## src/rtl/morse_pkg.sv

```systemverilog
// Shared types and constants for the Morse transmitter: FSM states, code constants,
// unit multipliers and the ROM entry layout.
package morse_pkg;
    localparam int unsigned CODE_W = 6;
    localparam int unsigned LEN_W  = 3;
    localparam int unsigned PAT_W  = 5;

    localparam logic [CODE_W-1:0] CODE_SPACE     = 6'd36;
    localparam logic [CODE_W-1:0] CODE_MAX_VALID = 6'd36;

    localparam int unsigned DASH       = 3;
    localparam int unsigned CHAR_GAP   = 3;
    localparam int unsigned WORD_EXTRA = 4;

    typedef enum logic [2:0] {
        ST_IDLE,
        ST_MARK,
        ST_ELEM_GAP,
        ST_CHAR_GAP,
        ST_WORD_GAP
    } morse_state_t;

    // Pattern is left-aligned: bit PAT_W-1 is the first element, 1 = dash.
    typedef struct packed {
        logic             valid;
        logic [LEN_W-1:0] len;
        logic [PAT_W-1:0] pattern;
    } morse_code_t;

    function automatic morse_code_t code_entry(input int unsigned len,
                                               input logic [PAT_W-1:0] pattern);
        morse_code_t e;
        e.valid   = 1'b1;
        e.len     = LEN_W'(len);
        e.pattern = pattern;
        return e;
    endfunction
endpackage

```

## src/rtl/morse_rom.sv

```systemverilog
// Combinational lookup of a 6-bit character code into Morse length and pattern.
module morse_rom
    import morse_pkg::*;
(
    input  logic [CODE_W-1:0] code,
    output logic              valid_c,
    output logic [LEN_W-1:0]  len_c,
    output logic [PAT_W-1:0]  pattern_c
);
    morse_code_t entry;

    always_comb begin
        entry = '0;
        case (code)
            6'd0:  entry = code_entry(2, 5'b01000); // A .-
            6'd1:  entry = code_entry(4, 5'b10000); // B -...
            6'd2:  entry = code_entry(4, 5'b10100); // C -.-.
            6'd3:  entry = code_entry(3, 5'b10000); // D -..
            6'd4:  entry = code_entry(1, 5'b00000); // E .
            6'd5:  entry = code_entry(4, 5'b00100); // F ..-.
            6'd6:  entry = code_entry(3, 5'b11000); // G --.
            6'd7:  entry = code_entry(4, 5'b00000); // H ....
            6'd8:  entry = code_entry(2, 5'b00000); // I ..
            6'd9:  entry = code_entry(4, 5'b01110); // J .---
            6'd10: entry = code_entry(3, 5'b10100); // K -.-
            6'd11: entry = code_entry(4, 5'b01000); // L .-..
            6'd12: entry = code_entry(2, 5'b11000); // M --
            6'd13: entry = code_entry(2, 5'b10000); // N -.
            6'd14: entry = code_entry(3, 5'b11100); // O ---
            6'd15: entry = code_entry(4, 5'b01100); // P .--.
            6'd16: entry = code_entry(4, 5'b11010); // Q --.-
            6'd17: entry = code_entry(3, 5'b01000); // R .-.
            6'd18: entry = code_entry(3, 5'b00000); // S ...
            6'd19: entry = code_entry(1, 5'b10000); // T -
            6'd20: entry = code_entry(3, 5'b00100); // U ..-
            6'd21: entry = code_entry(4, 5'b00010); // V ...-
            6'd22: entry = code_entry(3, 5'b01100); // W .--
            6'd23: entry = code_entry(4, 5'b10010); // X -..-
            6'd24: entry = code_entry(4, 5'b10110); // Y -.--
            6'd25: entry = code_entry(4, 5'b11000); // Z --..
            6'd26: entry = code_entry(5, 5'b11111); // 0
            6'd27: entry = code_entry(5, 5'b01111); // 1
            6'd28: entry = code_entry(5, 5'b00111); // 2
            6'd29: entry = code_entry(5, 5'b00011); // 3
            6'd30: entry = code_entry(5, 5'b00001); // 4
            6'd31: entry = code_entry(5, 5'b00000); // 5
            6'd32: entry = code_entry(5, 5'b10000); // 6
            6'd33: entry = code_entry(5, 5'b11000); // 7
            6'd34: entry = code_entry(5, 5'b11100); // 8
            6'd35: entry = code_entry(5, 5'b11110); // 9
            default: entry = '0;
        endcase
    end

    assign valid_c   = entry.valid;
    assign len_c     = entry.len;
    assign pattern_c = entry.pattern;
endmodule

```

## src/rtl/morse_tx.sv

```systemverilog
// Morse code transmitter: accepts one character code at a time and keys out its
// dots, dashes and inter-element / inter-character / word gaps in unit time.
module morse_tx
    import morse_pkg::*;
#(
    parameter int unsigned UNIT_CYCLES = 12_500_000
) (
    input  logic              clk,
    input  logic              reset,
    input  logic [CODE_W-1:0] char_in,
    input  logic              char_valid,
    output logic              char_ready,
    output logic              key_out,
    output logic              dot_out,
    output logic              dash_out,
    output logic              busy
);
    localparam int unsigned CNT_W = $clog2(WORD_EXTRA * UNIT_CYCLES);

    localparam logic [CNT_W-1:0] LD_UNIT = CNT_W'(UNIT_CYCLES - 1);
    localparam logic [CNT_W-1:0] LD_DASH = CNT_W'(DASH * UNIT_CYCLES - 1);
    localparam logic [CNT_W-1:0] LD_CHAR = CNT_W'(CHAR_GAP * UNIT_CYCLES - 1);
    localparam logic [CNT_W-1:0] LD_WORD = CNT_W'(WORD_EXTRA * UNIT_CYCLES - 1);

    morse_state_t     state, state_n;
    logic [CNT_W-1:0] cnt, cnt_n;
    logic [PAT_W-1:0] pat, pat_n;
    logic [LEN_W-1:0] elem, elem_n;

    logic             rom_valid;
    logic [LEN_W-1:0] rom_len;
    logic [PAT_W-1:0] rom_pat;
    logic             accept_c;
    logic             done_c;

    morse_rom u_rom (
        .code      (char_in),
        .valid_c   (rom_valid),
        .len_c     (rom_len),
        .pattern_c (rom_pat)
    );

    assign accept_c = char_valid && char_ready;
    assign done_c   = (cnt == '0);

    // Next-state, counter reload and element bookkeeping.
    always_comb begin
        state_n = state;
        cnt_n   = cnt;
        pat_n   = pat;
        elem_n  = elem;
        case (state)
            ST_IDLE: begin
                if (accept_c) begin
                    if (rom_valid) begin
                        state_n = ST_MARK;
                        pat_n   = rom_pat;
                        elem_n  = rom_len;
                        cnt_n   = rom_pat[PAT_W-1] ? LD_DASH : LD_UNIT;
                    end else if (char_in == CODE_SPACE) begin
                        state_n = ST_WORD_GAP;
                        cnt_n   = LD_WORD;
                    end
                end
            end
            ST_MARK: begin
                if (done_c) begin
                    elem_n = elem - LEN_W'(1);
                    pat_n  = {pat[PAT_W-2:0], 1'b0};
                    if (elem == LEN_W'(1)) begin
                        state_n = ST_CHAR_GAP;
                        cnt_n   = LD_CHAR;
                    end else begin
                        state_n = ST_ELEM_GAP;
                        cnt_n   = LD_UNIT;
                    end
                end else begin
                    cnt_n = cnt - CNT_W'(1);
                end
            end
            ST_ELEM_GAP: begin
                if (done_c) begin
                    state_n = ST_MARK;
                    cnt_n   = pat[PAT_W-1] ? LD_DASH : LD_UNIT;
                end else begin
                    cnt_n = cnt - CNT_W'(1);
                end
            end
            ST_CHAR_GAP, ST_WORD_GAP: begin
                if (done_c) begin
                    state_n = ST_IDLE;
                    cnt_n   = '0;
                end else begin
                    cnt_n = cnt - CNT_W'(1);
                end
            end
            default: begin
                state_n = ST_IDLE;
                cnt_n   = '0;
            end
        endcase
    end

    // Outputs are registered from next-state values so they line up with the state.
    always_ff @(posedge clk) begin
        if (reset) begin
            state      <= ST_IDLE;
            cnt        <= '0;
            pat        <= '0;
            elem       <= '0;
            char_ready <= 1'b0;
            key_out    <= 1'b0;
            dot_out    <= 1'b0;
            dash_out   <= 1'b0;
            busy       <= 1'b0;
        end else begin
            state      <= state_n;
            cnt        <= cnt_n;
            pat        <= pat_n;
            elem       <= elem_n;
            char_ready <= (state_n == ST_IDLE);
            busy       <= (state_n != ST_IDLE);
            key_out    <= (state_n == ST_MARK);
            dot_out    <= (state_n == ST_MARK) && !pat_n[PAT_W-1];
            dash_out   <= (state_n == ST_MARK) && pat_n[PAT_W-1];
        end
    end
endmodule

```

## config.mk

```make
export PLATFORM = sky130hd
export DESIGN_NAME = morse_tx
export DESIGN_NICKNAME = d
export VERILOG_FILES = /design/src/rtl/morse_pkg.sv /design/src/rtl/morse_rom.sv /design/src/rtl/morse_tx.sv
export SDC_FILE = /design/constraint.sdc
export NUM_CORES = 1
export LEC_CHECK = 0
export CORE_MARGIN = 2
export CORE_UTILIZATION = 51
export CTS_CLUSTER_SIZE = 40
export DETAILED_ROUTE_END_ITERATION = 7
export PLACE_DENSITY = 0.65
export SLEW_MARGIN = 15
export SYNTH_ARGS = -nofsm -noshare
export SYNTH_HDL_FRONTEND = slang
export SYNTH_HIERARCHICAL = 1
export SYNTH_SLANG_ARGS = --single-unit
```

## constraint.sdc

```tcl
create_clock -name clk -period 3.45 [get_ports clk]
set_input_delay 0.345 -clock clk [delete_from_list [all_inputs] [get_ports clk]]
set_output_delay 0.345 -clock clk [all_outputs]
set_load 0.05 [all_outputs]
```

==> metrics.md <==
| Metric | Value |
|---|---|
| Worst-path clk slew | `about 0.080 ns` |
| RSZ-0062 raised after global routing | `false` |
| Synthesis Warnings | `6` |
| Crit path capture type | `flop` |
| Most frequent cells in the layout | `49 x nor2_1, 42 x dfxtp_1, 38 x nand2_1, 38 x a21oi_1, 30 x o21ai_0` |
| Via count of the first global-routing pass | `roughly 2,800` |
| Avg Cell Area, Syn | `7.39 µm²` |
| Die Wd | `just over 80 µm` |
| Met2 Resource Use GR | `just under 40%` |
| GRT Max-Usage Layer | `met1` |
| Post-CTS Setup Inserts | `0` |
| Initial antenna violation count | `0` |
| GR met3 Demand/Resource | `between 4 and 5%` |
| Die H | `between 80 and 90 µm` |
| Most used DFF post-synth | `dfxtp_1` |
| FF-to-FF Start | `cnt[13]` |
| Hold-fix buffers, CTS | `0` |
| CP dominant cell by count | `nor2_1` |
| Setup Viol. Count Final | `0` |
| Slowest cell on crit path | `or4_4` |
| Final net count | `between 400 and 500` |
| Dpl hpwl | `6.47 mm` |
| Root buf cell | `clkbuf_8` |
| Buf+Inv Stages, Crit Path | `0` |
| Crit path kind | `flop to flop` |
| M1 GR Usage | `approximately 43%` |
| H-tree Lvls | `2` |
| Leak Pwr | `0.00130 µW` |
| Setup TNS | `0 ns` |
| N_diodes | `0` |
| Design area | `0.00346 mm²` |
| Clk buf depth | `2` |
| CP Max Fanout | `8` |
| Setup Skew | `~0.0068 ns` |
| Outcome | `finished clean` |
| CTS sink count | `42` |
| DRT iter0 DRCs | `between 500 and 600` |
| TritonCTS clock tree | `built` |
| Pin count of the biggest net entering global routing | `33` |
| Most common cell after layout, fill and taps aside | `nor2_1` |
| GR Overflow Total | `0` |
| Gpl congestion | `approximately 0.94` |
| Placed cell area | `roughly 0.0034 mm²` |
| DR vias | `around 3,300` |
| WL final | `between 8 and 9 mm` |
| #FFs+latches synth | `42` |
| Startpoint Class | `flop` |
| Final antenna-violating net count | `0` |
| Final Max Slew Viols | `0` |
| Post-detailed-route via-to-cell ratio | `6.50` |
| Row cnt | `28` |
| PwrDens | `693 mW/mm²` |
| Worst vdd ir | `0.000350 V` |
| Required @ worst endpoint | `3.69 ns` |
| Post-synth EDFFs | `0` |
| Pre-CTS setup slack | `0.716 ns` |
| Reg-to-Reg End | `dash_out` |
| Hold EP | `pat[2]` |
| WP data arrival | `about 3.0 ns` |
| HP Start | `pat[2]` |
| CP delay by family, top | `simple AND/OR/NAND/NOR gates` |
| Routed len/inst | `17.5 µm` |
| Layout cells sized above 1 | `between 7 and 8%` |
| Min-Delay Path Class | `flop to flop` |
| Worst R2R Path Depth | `6` |
| Worst slew margin | `56.1%` |
| Final Hold Vio Count | `0` |
| Total GRT Usage | `approximately 28%` |
| Post-Syn Nets | `between 400 and 500` |
| Synthesis-to-layout area growth | `10.7%` |
| Crit path time final | `2.78 ns` |
| Worst-Skew Late Latency | `approximately 0.30 ns` |
| TritonRoute pass-1 iters | `5` |
| Syn Inst Count | `about 420` |
| Drt drc | `0` |
| TritonCTS Buffers | `5` |
| Initial Utilization | `a little over half` |
| Crit-path cells | `or4_4 > nand4bb_1 > nor2_1 > a311oi_1 > or4_1 > nor2_1` |
| Worst-Margin Slew | `0.652 ns` |
| Layout filler cell count | `about 570` |
| # IOs | `14` |
| Worst Hold Depth | `2` |
| Setup ws final | `0.670 ns` |
| Cts repair resizes | `0` |
| # port buffers | `13` |
| Distinct cells, synth | `67` |
| Critical Path Start | `cnt[13]` |
| FF-to-FF setup slack | `0.67 ns` |
| Total die area | `around 0.0068 mm²` |
| Max-Cap Viols | `0` |
| Tot Pwr | `around 2400 µW` |
| Fmax | `360 MHz` |
| Core outline area | `around 0.006 mm²` |
| Sequential cell area fraction in the yosys report | `a little over a quarter` |
| Post-synth ARST share | `0%` |
| Max stage delay on crit path | `approximately 0.58 ns` |
| Synthesized area | `between 0.003 and 0.004 mm²` |
| Wire length of the first global-routing pass | `14.4 mm` |
| Fin crit share | `80.6%` |
per-stage QoR:
step,instances,utilization (%),hold WS (ns)
after CTS,509,58.4,0.462
after detailed placement,501,56.6,0.452
after global routing,509,58.4,0.498
after floorplan,423,-,0.436
after global placement,501,56.6,0.449
final,509,58.4,0.463
cells by family after synthesis:
family,Yosys count,synth area share (%)
multiplexers,6,2.36
AO/OA/AOI/OAI,140,29.8
AND/OR/NAND/NOR,179,30.0
flip-flops,42,26.9
XOR/XNOR,3,0.841
buffers and inverters,42,5.61
adder cells (fa/ha/maj),11,4.41
worst max-delay path by stage:
stage	to	cells after the start	slack, ns
finish	dash_out	6	0.67
global route	dash_out	6	0.48
CTS	dash_out	6	0.71
detailed placement	cnt[17]	9	0.72
global placement	cnt[17]	9	0.72
floorplan	dash_out	10	1.04
where the power goes:
group,internal (µW),switching [µW]
sequential,583,120
clock,217,175
combinational,478,824
per-layer routing:
metal / up-vias / wire length (µm) / share of wire, %
li1: 1607 / - / -
met1: 1527 / 4310 / 48
met2: 163 / 3790 / 43
met3: 13 / 677 / 7.6
met4: 0 / 120 / 1.3
met5: - / 0 / 0
worst register-to-register path, cell delays in order, from the launching register on:
cell and delay, ns:
dfxtp_1 0.37, or4_4 0.58, nand4bb_1 0.35, nor2_1 0.49, a311oi_1 0.29, or4_1 0.54
nor2_1 0.09
flip-flops by register name, indices dropped and copies added, names as in the netlist:
| signal | cells |
|---|---|
| pat | 5 |
| dot_out | 1 |
| state | 3 |
| elem | 3 |
| key_out | 1 |
| dash_out | 1 |
| busy | 1 |
| cnt | 26 |
| char_ready | 1 |
cells in the mapped netlist (2+ instances only):
library cell,instances,area share [%]
a2111o_1,2,0.72
a211o_1,2,0.56
a211oi_1,4,0.96
a21o_1,3,0.72
a21oi_1,38,6.1
a22o_1,2,0.56
a22oi_1,8,1.9
a311oi_1,6,1.7
a31oi_1,8,1.6
a32o_1,3,0.96
and2_1,2,0.40
and3_1,2,0.40
and4_1,2,0.56
buf_2,8,1.3
clkbuf_1,17,2.0
dfxtp_1,42,27
ha_1,11,4.4
inv_1,16,1.9
mux2i_1,4,1.3
nand2_1,38,4.6
nand2b_1,7,1.4
nand3_1,9,1.4
nand3b_1,3,0.72
nand4_1,3,0.60
nor2_1,49,5.9
nor2b_1,5,1.0
nor3_1,19,3.0
nor3b_1,7,1.7
nor4_1,8,1.6
nor4b_1,3,0.84
nor4bb_1,2,0.64
o211ai_1,3,0.72
o21a_1,2,0.48
o21ai_0,30,4.8
o21ai_1,2,0.32
o22ai_1,3,0.60
o31ai_1,6,1.4
o32ai_1,2,0.56
o41ai_1,2,0.56
or2_2,3,0.60
or3_1,4,0.80
or4_1,6,1.4
or4_4,2,0.72
xor2_1,2,0.56
layout make-up:
class	instances	area, µm²	area share [%]
multi-input cells	339	2110	60.9
flip-flops and latches	42	841	24.3
repair buffers	29	250	7.23
well taps	75	93.8	2.71
clock buffers	7	76.3	2.21
inverters	16	60.1	1.74
clock inverters	1	30.0	0.868
Note: power is estimated with default switching activity, not from simulation.
